**config.mk**
```make
export PLATFORM = sky130hd
export DESIGN_NAME = bp_stall_histogram
export DESIGN_NICKNAME = d
export VERILOG_FILES = /design/src/rtl/bp_stall_hist_pkg.sv /design/src/rtl/bp_stall_hist_channel.sv /design/src/rtl/bsg_priority_encode.sv /design/src/rtl/bp_stall_histogram.sv
export SDC_FILE = /design/constraint.sdc
export NUM_CORES = 2
export LEC_CHECK = 0
export CAP_MARGIN = 20
export CORE_MARGIN = 3
export CORE_UTILIZATION = 58
export DETAILED_ROUTE_END_ITERATION = 16
export PLACE_DENSITY = 0.77
export SLEW_MARGIN = 20
export SYNTH_ARGS = -nofsm -noshare
export SYNTH_HDL_FRONTEND = slang
export SYNTH_SLANG_ARGS = --single-unit
```
**constraint.sdc**
```tcl
create_clock -name clk_i -period 2.6 [get_ports clk_i]
set_input_delay 0.26 -clock clk_i [delete_from_list [all_inputs] [get_ports clk_i]]
set_output_delay 0.26 -clock clk_i [all_outputs]
set_load 0.1 [all_outputs]
```
**src/rtl/bp_stall_hist_pkg.sv**
```systemverilog
// Shared types and constants for the stall-reason histogram.
// Bin numbering: stall reasons occupy 0..num_reasons-1, the retiring-cycle bin follows.
package bp_stall_hist_pkg;

    localparam int num_reasons_gp = 33;
    localparam int e_bin_instret  = num_reasons_gp;

    typedef enum logic [5:0] {
        e_unknown         = 6'd0,
        e_icache_rollback = 6'd1,
        e_icache_fence    = 6'd2,
        e_icache_miss     = 6'd3,
        e_itlb_miss       = 6'd4,
        e_itlb_fill       = 6'd5,
        e_branch_override = 6'd6,
        e_ret_override    = 6'd7,
        e_fe_cmd          = 6'd8,
        e_fe_cmd_fence    = 6'd9,
        e_mispredict      = 6'd10,
        e_control_haz     = 6'd11,
        e_long_haz        = 6'd12,
        e_data_haz        = 6'd13,
        e_aux_haz         = 6'd14,
        e_struct_haz      = 6'd15,
        e_dcache_rollback = 6'd16,
        e_dcache_miss     = 6'd17,
        e_dtlb_miss       = 6'd18,
        e_dtlb_fill       = 6'd19,
        e_eret            = 6'd20,
        e_exception       = 6'd21,
        e_interrupt       = 6'd22,
        e_fence           = 6'd23,
        e_sfence          = 6'd24,
        e_cmd_fence       = 6'd25,
        e_mul_haz         = 6'd26,
        e_div_haz         = 6'd27,
        e_fpu_haz         = 6'd28,
        e_load_dep        = 6'd29,
        e_store_buf_full  = 6'd30,
        e_resume          = 6'd31,
        e_fe_queue_full   = 6'd32
    } stall_reason_e;

    function automatic int safe_clog2(input int n);
        return (n > 1) ? $clog2(n) : 1;
    endfunction

endpackage

```
**src/rtl/bp_stall_hist_channel.sv**
```systemverilog
// One hart's classifier, S1 register, saturating counter bank and sticky overflow bit.
// An event sampled at edge t lands in S1 at t and in its counter at t+1; clear beats increment.
module bp_stall_hist_channel
    import bp_stall_hist_pkg::*;
#(
    parameter int num_reasons_p = num_reasons_gp,
    parameter int ctr_width_p   = 32,
    localparam int num_bins_lp  = num_reasons_p + 1,
    localparam int bin_width_lp = safe_clog2(num_reasons_p + 1),
    localparam int enc_width_lp = safe_clog2(num_reasons_p)
) (
    input  logic                               clk_i,
    input  logic                               reset_li,
    input  logic                               en,
    input  logic                               instret,
    input  logic [num_reasons_p-1:0]           reason,
    input  logic                               clear,
    output logic [num_bins_lp*ctr_width_p-1:0] ctrs,
    output logic                               ovf
);

    localparam logic [ctr_width_p-1:0] ctr_max = '1;

    logic [enc_width_lp-1:0] enc_addr;
    logic                    enc_v;
    logic [bin_width_lp-1:0] bin_sel;
    logic [bin_width_lp-1:0] s1_bin;
    logic                    s1_vld;
    logic [ctr_width_p-1:0]  ctr_r [num_bins_lp];
    logic                    sat_hit;

    bsg_priority_encode #(
        .width_p    (num_reasons_p),
        .lo_to_hi_p (1'b0)
    ) u_enc (
        .i      (reason),
        .addr_o (enc_addr),
        .v_o    (enc_v)
    );

    always_comb begin
        bin_sel = bin_width_lp'(e_unknown);
        if (instret)
            bin_sel = bin_width_lp'(num_reasons_p);
        else if (enc_v)
            bin_sel = bin_width_lp'(enc_addr);
    end

    always_ff @(posedge clk_i or negedge reset_li) begin
        if (!reset_li) begin
            s1_vld <= 1'b0;
            s1_bin <= '0;
        end else begin
            s1_vld <= en & ~clear;
            s1_bin <= bin_sel;
        end
    end

    always_ff @(posedge clk_i or negedge reset_li) begin
        if (!reset_li) begin
            for (int b = 0; b < num_bins_lp; b++) ctr_r[b] <= '0;
        end else if (clear) begin
            for (int b = 0; b < num_bins_lp; b++) ctr_r[b] <= '0;
        end else begin
            for (int b = 0; b < num_bins_lp; b++)
                if (s1_vld && s1_bin == bin_width_lp'(b) && ctr_r[b] != ctr_max)
                    ctr_r[b] <= ctr_r[b] + ctr_width_p'(1);
        end
    end

    // Flag the increment that lands a counter on all-ones.
    always_comb begin
        sat_hit = 1'b0;
        for (int b = 0; b < num_bins_lp; b++)
            if (s1_vld && s1_bin == bin_width_lp'(b) && ctr_r[b] == ctr_max - ctr_width_p'(1))
                sat_hit = 1'b1;
    end

    always_ff @(posedge clk_i or negedge reset_li) begin
        if (!reset_li)
            ovf <= 1'b0;
        else if (clear)
            ovf <= 1'b0;
        else
            ovf <= ovf | sat_hit;
    end

    for (genvar b = 0; b < num_bins_lp; b++) begin : g_flat
        assign ctrs[b*ctr_width_p +: ctr_width_p] = ctr_r[b];
    end

endmodule

```
**src/rtl/bsg_priority_encode.sv**
```systemverilog
// Priority encoder: index of the first set bit, scanning from the low or high end.
// Purely combinational; v_o flags that any input bit is set.
module bsg_priority_encode #(
    parameter int width_p    = 1,
    parameter bit lo_to_hi_p = 1'b0,
    localparam int addr_width_lp = (width_p > 1) ? $clog2(width_p) : 1
) (
    input  logic [width_p-1:0]       i,
    output logic [addr_width_lp-1:0] addr_o,
    output logic                     v_o
);

    always_comb begin
        addr_o = '0;
        v_o    = |i;
        if (lo_to_hi_p) begin
            for (int idx = width_p - 1; idx >= 0; idx--)
                if (i[idx]) addr_o = addr_width_lp'(idx);
        end else begin
            for (int idx = 0; idx < width_p; idx++)
                if (i[idx]) addr_o = addr_width_lp'(idx);
        end
    end

endmodule

```
**src/rtl/bp_stall_histogram.sv**
```systemverilog
// Multi-hart stall-reason histogram with clear decode and a one-entry read response buffer.
// Read response valid one cycle after acceptance; rd_ready_o = ~rd_v_o | rd_yumi_i.
module bp_stall_histogram
    import bp_stall_hist_pkg::*;
#(
    parameter int num_channels_p = 1,
    parameter int num_reasons_p  = num_reasons_gp,
    parameter int ctr_width_p    = 32,
    localparam int chan_width_lp = safe_clog2(num_channels_p),
    localparam int bin_width_lp  = safe_clog2(num_reasons_p + 1)
) (
    input  logic                                    clk_i,
    input  logic                                    reset_li,
    input  logic [num_channels_p-1:0]               en_i,
    input  logic [num_channels_p-1:0]               instret_i,
    input  logic [num_channels_p*num_reasons_p-1:0] reason_i,
    input  logic                                    clear_v_i,
    input  logic [chan_width_lp-1:0]                clear_chan_i,
    input  logic                                    rd_v_i,
    output logic                                    rd_ready_o,
    input  logic [chan_width_lp-1:0]                rd_chan_i,
    input  logic [bin_width_lp-1:0]                 rd_bin_i,
    output logic                                    rd_v_o,
    input  logic                                    rd_yumi_i,
    output logic [ctr_width_p-1:0]                  rd_data_o,
    output logic                                    rd_ovf_o,
    output logic [num_channels_p-1:0]               ovf_o
);

    localparam int num_bins_lp = num_reasons_p + 1;

    logic [num_bins_lp*ctr_width_p-1:0] chan_ctrs [num_channels_p];
    logic [num_channels_p-1:0]          clear_hit;
    logic [ctr_width_p-1:0]             rd_val;
    logic                               rd_accept;

    for (genvar c = 0; c < num_channels_p; c++) begin : g_chan
        // Out-of-range clear channels match nothing, so the clear is dropped.
        assign clear_hit[c] = clear_v_i && (clear_chan_i == chan_width_lp'(c));

        bp_stall_hist_channel #(
            .num_reasons_p (num_reasons_p),
            .ctr_width_p   (ctr_width_p)
        ) u_chan (
            .clk_i    (clk_i),
            .reset_li (reset_li),
            .en       (en_i[c]),
            .instret  (instret_i[c]),
            .reason   (reason_i[c*num_reasons_p +: num_reasons_p]),
            .clear    (clear_hit[c]),
            .ctrs     (chan_ctrs[c]),
            .ovf      (ovf_o[c])
        );
    end

    // Any channel/bin outside the populated range leaves rd_val at zero.
    always_comb begin
        rd_val = '0;
        for (int c = 0; c < num_channels_p; c++)
            for (int b = 0; b < num_bins_lp; b++)
                if (rd_chan_i == chan_width_lp'(c) && rd_bin_i == bin_width_lp'(b))
                    rd_val = chan_ctrs[c][b*ctr_width_p +: ctr_width_p];
    end

    assign rd_ready_o = ~rd_v_o | rd_yumi_i;
    assign rd_accept  = rd_v_i & rd_ready_o;

    always_ff @(posedge clk_i or negedge reset_li) begin
        if (!reset_li) begin
            rd_v_o    <= 1'b0;
            rd_data_o <= '0;
            rd_ovf_o  <= 1'b0;
        end else if (rd_accept) begin
            rd_v_o    <= 1'b1;
            rd_data_o <= rd_val;
            rd_ovf_o  <= &rd_val;
        end else if (rd_yumi_i) begin
            rd_v_o    <= 1'b0;
        end
    end

endmodule

```
==> impl_metrics.json, run 1 <==
{
  "error_line": "[ERROR GRT-0232] Routing congestion too high. Check the congestion heatmap in the GUI.",
  "place_congestion": 1.18,
  "yosysMostFrequentCell": "nor2_1",
  "port_buffers": 83,
  "cts-root-buf": "clkbuf_16",
  "syn_area_sq_um": 66800,
  "grt_max_degree": 132,
  "synth_common_cells": "1295 x nor2_1, 1130 x dfrtp_1, 625 x nand2_1",
  "cts-buffers-inserted": 118,
  "die_h_um": 345,
  "yosysTopAreaCellShare_pct": 42.3,
  "yosysWarnings": 0,
  "synth_ff_type": "dfrtp_1",
  "yosysTopAreaCell": "dfrtp_1",
  "die_x_um": 345,
  "num_rows": 123,
  "dpl_worst_slack_ns": -1.56,
  "start_util_pct": 58.9,
  "syn_nets": 7632,
  "seq_area_frac_synth_pct": 42.3,
  "cts_sinks": 1130,
  "grt_usage_pct": 83.9,
  "ys_top_cells_by_area": "dfrtp_1 42%, xor2_1 8.1%, nor2_1 7.3%",
  "async_flop_share_pct": 100,
  "synth_enable_flop_cells": 0,
  "dp_cells": 10600,
  "ctsLongestPathBuffers": 3,
  "stop_stage": "5_1_grt",
  "avgSynthCellArea_sq_um": 8.89,
  "ios": 84,
  "dpl.hpwl_um": 262000,
  "status": "did not finish",
  "htree_levels": 3,
  "synthCells": 7516,
  "grt_overflow": 644,
  "synth_cell_types": 117,
  "ys_ff_latch": 1130
}
==> cell families after synthesis <==
kind of cell	after synthesis	share of synthesized area, %
buffers and inverters	515	3.52
flip-flops	1130	42.3
XOR/XNOR	931	12.2
multiplexers	171	3.36
adder cells (fa/ha/maj)	69	1.29
AND/OR/NAND/NOR	3572	26.4
AO/OA/AOI/OAI	1128	10.9
==> through the flow <==
| step | TNS [ns] | util, % | area (sq um) |
|---|---|---|---|
| 4_1_cts | -17.27 | 80.4 | 91200 |
| 3_5_place_dp | -141.64 | 73.1 | 82900 |
| 3_3_place_gp | -99.15 | 73.1 | 82900 |
| 2_1_floorplan | 0 | - | 66800 |
==> what timing repair did <==
action	4_1_cts
hold buffers	1
cloned	1
setup buffers	148
pin swaps	261
resized for setup	710
endpoints found under the hold margin	589
endpoints found under the setup margin	735
==> routing by layer <==
layer  overflow  track usage, %
met4        218            82.0
met1         52            84.9
met5          9            50.9
met2        289            94.8
met3         76            73.9
==> run 2, diff against run 1 <==
--- a/config.mk
+++ b/config.mk
@@ -7,9 +7,9 @@
 export LEC_CHECK = 0
 export CAP_MARGIN = 20
 export CORE_MARGIN = 3
-export CORE_UTILIZATION = 58
+export CORE_UTILIZATION = 40
 export DETAILED_ROUTE_END_ITERATION = 16
-export PLACE_DENSITY = 0.77
+export PLACE_DENSITY_LB_ADDON = 0.15
 export SLEW_MARGIN = 20
 export SYNTH_ARGS = -nofsm -noshare
 export SYNTH_HDL_FRONTEND = slang
==> constraint.sdc (replaced) <==
create_clock -name clk_i -period 3.4 [get_ports clk_i]
set_input_delay 0.34 -clock clk_i [delete_from_list [all_inputs] [get_ports clk_i]]
set_output_delay 0.34 -clock clk_i [all_outputs]
set_load 0.1 [all_outputs]
==> run 2 against run 1 <==
Compared with the run above:
- the flow now finishes, with violations (negative setup slack)
- synthesized area is the same
- synthesized cell count did not move
==> impl_metrics.json, run 2 <==
{
  "status": "complete, but fails checks",
  "violations": "negative setup slack",
  "setup_tns_ns": -0.0182,
  "max-vdd-ir-drop_v": 0.000560,
  "postCtsSetupBuffers": 0,
  "post-route-util_pct": 50.4,
  "grt_pass1_wl_um": 482000,
  "final_nets": 8676,
  "synth_enable_flop_cells": 0,
  "yosysWarnings": 0,
  "core_region_area_sq_um": 165000,
  "place_congestion": 1.06,
  "dp_cells": 10600,
  "ys_ff_latch": 1130,
  "swShare_pct": 26.5,
  "synth_ff_type": "dfrtp_1",
  "drtIter0Drc": 8698,
  "dr.pass1.iters": 6,
  "num_vias": 65800,
  "start_util_pct": 40.4,
  "final-setup-viol-count": 1,
  "p_per_area_nw_per_um2": 376,
  "grt_pass1_vias": 61000,
  "combPwrFrac_pct": 8.6,
  "p_seq_share_pct": 43.3,
  "yosysTopAreaCellShare_pct": 42.3,
  "cts-root-buf": "clkbuf_16",
  "antenna_found_initial": 56,
  "required_ns": 4.14,
  "crit_type": "in -> reg",
  "syn_area_sq_um": 66800,
  "final_cell_mix": "1291 x nor2_1, 1130 x dfrtp_1, 1074 x buf_4",
  "cts_tree": "yes",
  "rsz0062_at_grt": "false",
  "synth_common_cells": "1295 x nor2_1, 1130 x dfrtp_1, 625 x nand2_1",
  "cp-start-kind": "input port",
  "endpoint": "rd_ovf_o",
  "dpl_worst_slack_ns": -1.16,
  "cts-buffers-inserted": 138,
  "seq_area_frac_synth_pct": 42.3,
  "die_x_um": 415,
  "max_freq_mhz": 293,
  "port_buffers": 83,
  "finalNonFillerCells": 10900,
  "slew_violations": 0,
  "drc_errors": 0,
  "grt_usage_pct": 39.5,
  "fin_skew_ns": 0.0310,
  "yosysMostFrequentCell": "nor2_1",
  "ff2ff_path_depth": 12,
  "p_int_mw": 23.0,
  "die-area_sq_um": 172000,
  "postLayoutSetupSlackWorst_ns": -0.0182,
  "finalHoldViolCount": 0,
  "avgSynthCellArea_sq_um": 8.89,
  "path_clk_slew_ns": 0.06,
  "p_clk_share_pct": 48.1,
  "syn_nets": 7632,
  "yosysTopAreaCell": "dfrtp_1",
  "grt_max_degree": 103,
  "cp_max_fo": 12,
  "timing.rr.end": "rd_data_o[16]",
  "cts_sinks": 1130,
  "avgViaCountPerCell": 6.05,
  "ios": 84,
  "cp.arrival_ns": 4.16,
  "ctsLongestPathBuffers": 3,
  "wire_per_inst_um": 31.8,
  "layout_commonest_cell": "nor2_1",
  "rr_startpoint": "g_chan[0].u_chan.ctrs[496]",
  "grt_overflow": 0,
  "worst_slew_pin_slew_ns": 1.18,
  "ant_nets": 0,
  "crit_start": "rd_bin_i[5]",
  "maxCapViolations": 0,
  "async_flop_share_pct": 100,
  "fin_crit_ns": 3.42,
  "relSlewSlack_pct": 21.2,
  "die_h_um": 415,
  "final_layout_size_suffix_gt1_share_pct": 18.6,
  "htree_levels": 4,
  "p_leak_nw": 36.3,
  "area_growth_pct": 24.7,
  "num_rows": 149,
  "insertion_delay_ns": 0.84,
  "synth_cell_types": 117,
  "hold_path.class": "in -> async",
  "worstSetupEndpointType": "flop",
  "p_switching_mw": 8.31,
  "period_share_pct": 101,
  "dpl.hpwl_um": 283000,
  "largest_register_ffs": 1088,
  "wl_um": 346000,
  "regToRegSetupSlack_ns": 0.03,
  "ys_top_cells_by_area": "dfrtp_1 42%, xor2_1 8.1%, nor2_1 7.3%",
  "synthCells": 7516
}
[run 2: cell counts after synthesis]
No cell type changed its count.
[run 2: critical path: stages]
cell,delay (ns)
clkdlybuf4s50_1,0.40
buf_4,0.16
buf_4,0.20
or4b_1,0.74
buf_4,0.22
nor3_1,0.23
a2111oi_1,0.12
a21oi_2,0.42
buf_4,0.19
o221a_1,0.19
o21ai_0,0.21
or3_1,0.49
o31ai_2,0.24
[run 2: area by class of cell]
type	count	area [sq um]
Fill cell	15800	82000
Tap cell	2189	2740
Antenna cell	21	52.6
Timing Repair Buffer	1248	10800
Multi-Input combinational cell	5871	36300
Clock buffer	190	3950
Sequential cell	1130	28300
Clock inverter	57	602
Inverter	171	642
[run 2: cells by family after synthesis]
kind of cell	share of synthesized area, %
AOI/OAI and AO/OA	10.9
xor gates and xnor gates	12.2
adders and majority gates	1.29
buffers and inverters	3.52
DFF	42.3
muxes	3.36
and+or+nand+nor	26.4
[run 2: timing repair]
item,CTS,global route
hold buffers,1,0
pin swaps,0,0
resized for setup,3,5
setup endpoints to repair,1,8
hold endpoints to repair,91,0
[run 2: stage by stage]
stage	hold slack [ns]	total power [mW]	cell area [sq um]
after global routing	0.130	32.2	83300
after global placement	0.359	16.4	78700
after detailed placement	0.356	16.4	78700
final	0.0859	31.3	83300
after CTS	0.118	31.5	83300
after floorplan	0.0444	14.8	66800
[run 2: layer usage]
layer	share of wire [%]	vias to the layer above	wire length, um	global-route usage, %
li1	-	28700	-	-
met2	40	3288	137000	53.8
met3	10	546	35400	9.46
met4	4.6	22	15900	15.8
met5	0.041	-	143	0
met1	45	33300	157000	59.3
[run 2: power groups by stage]
stage / clock, mW / combinational [mW] / sequential, mW
floorplan: 0 / 0.793 / 14.0
global placement: 0 / 2.64 / 13.8
detailed placement: 0 / 2.63 / 13.8
CTS: 15.3 / 2.64 / 13.6
global route: 15.8 / 2.76 / 13.6
finish: 15.1 / 2.69 / 13.6
[run 2: worst min-delay path by stage]
stage	from	endpoint	slack (ns)	depth (start not counted)
floorplan	reset_li	g_chan[0].u_chan.ctrs[0]	0.04	0
finish	reset_li	g_chan[0].u_chan.ctrs[298]	0.09	2
global placement	reset_li	g_chan[0].u_chan.ctrs[298]	0.36	1
detailed placement	reset_li	g_chan[0].u_chan.ctrs[298]	0.36	1
global route	en_i	g_chan[0].u_chan.s1_vld	0.13	2
CTS	reset_li	g_chan[0].u_chan.ctrs[298]	0.12	2
(Power assumes the default switching activity.)
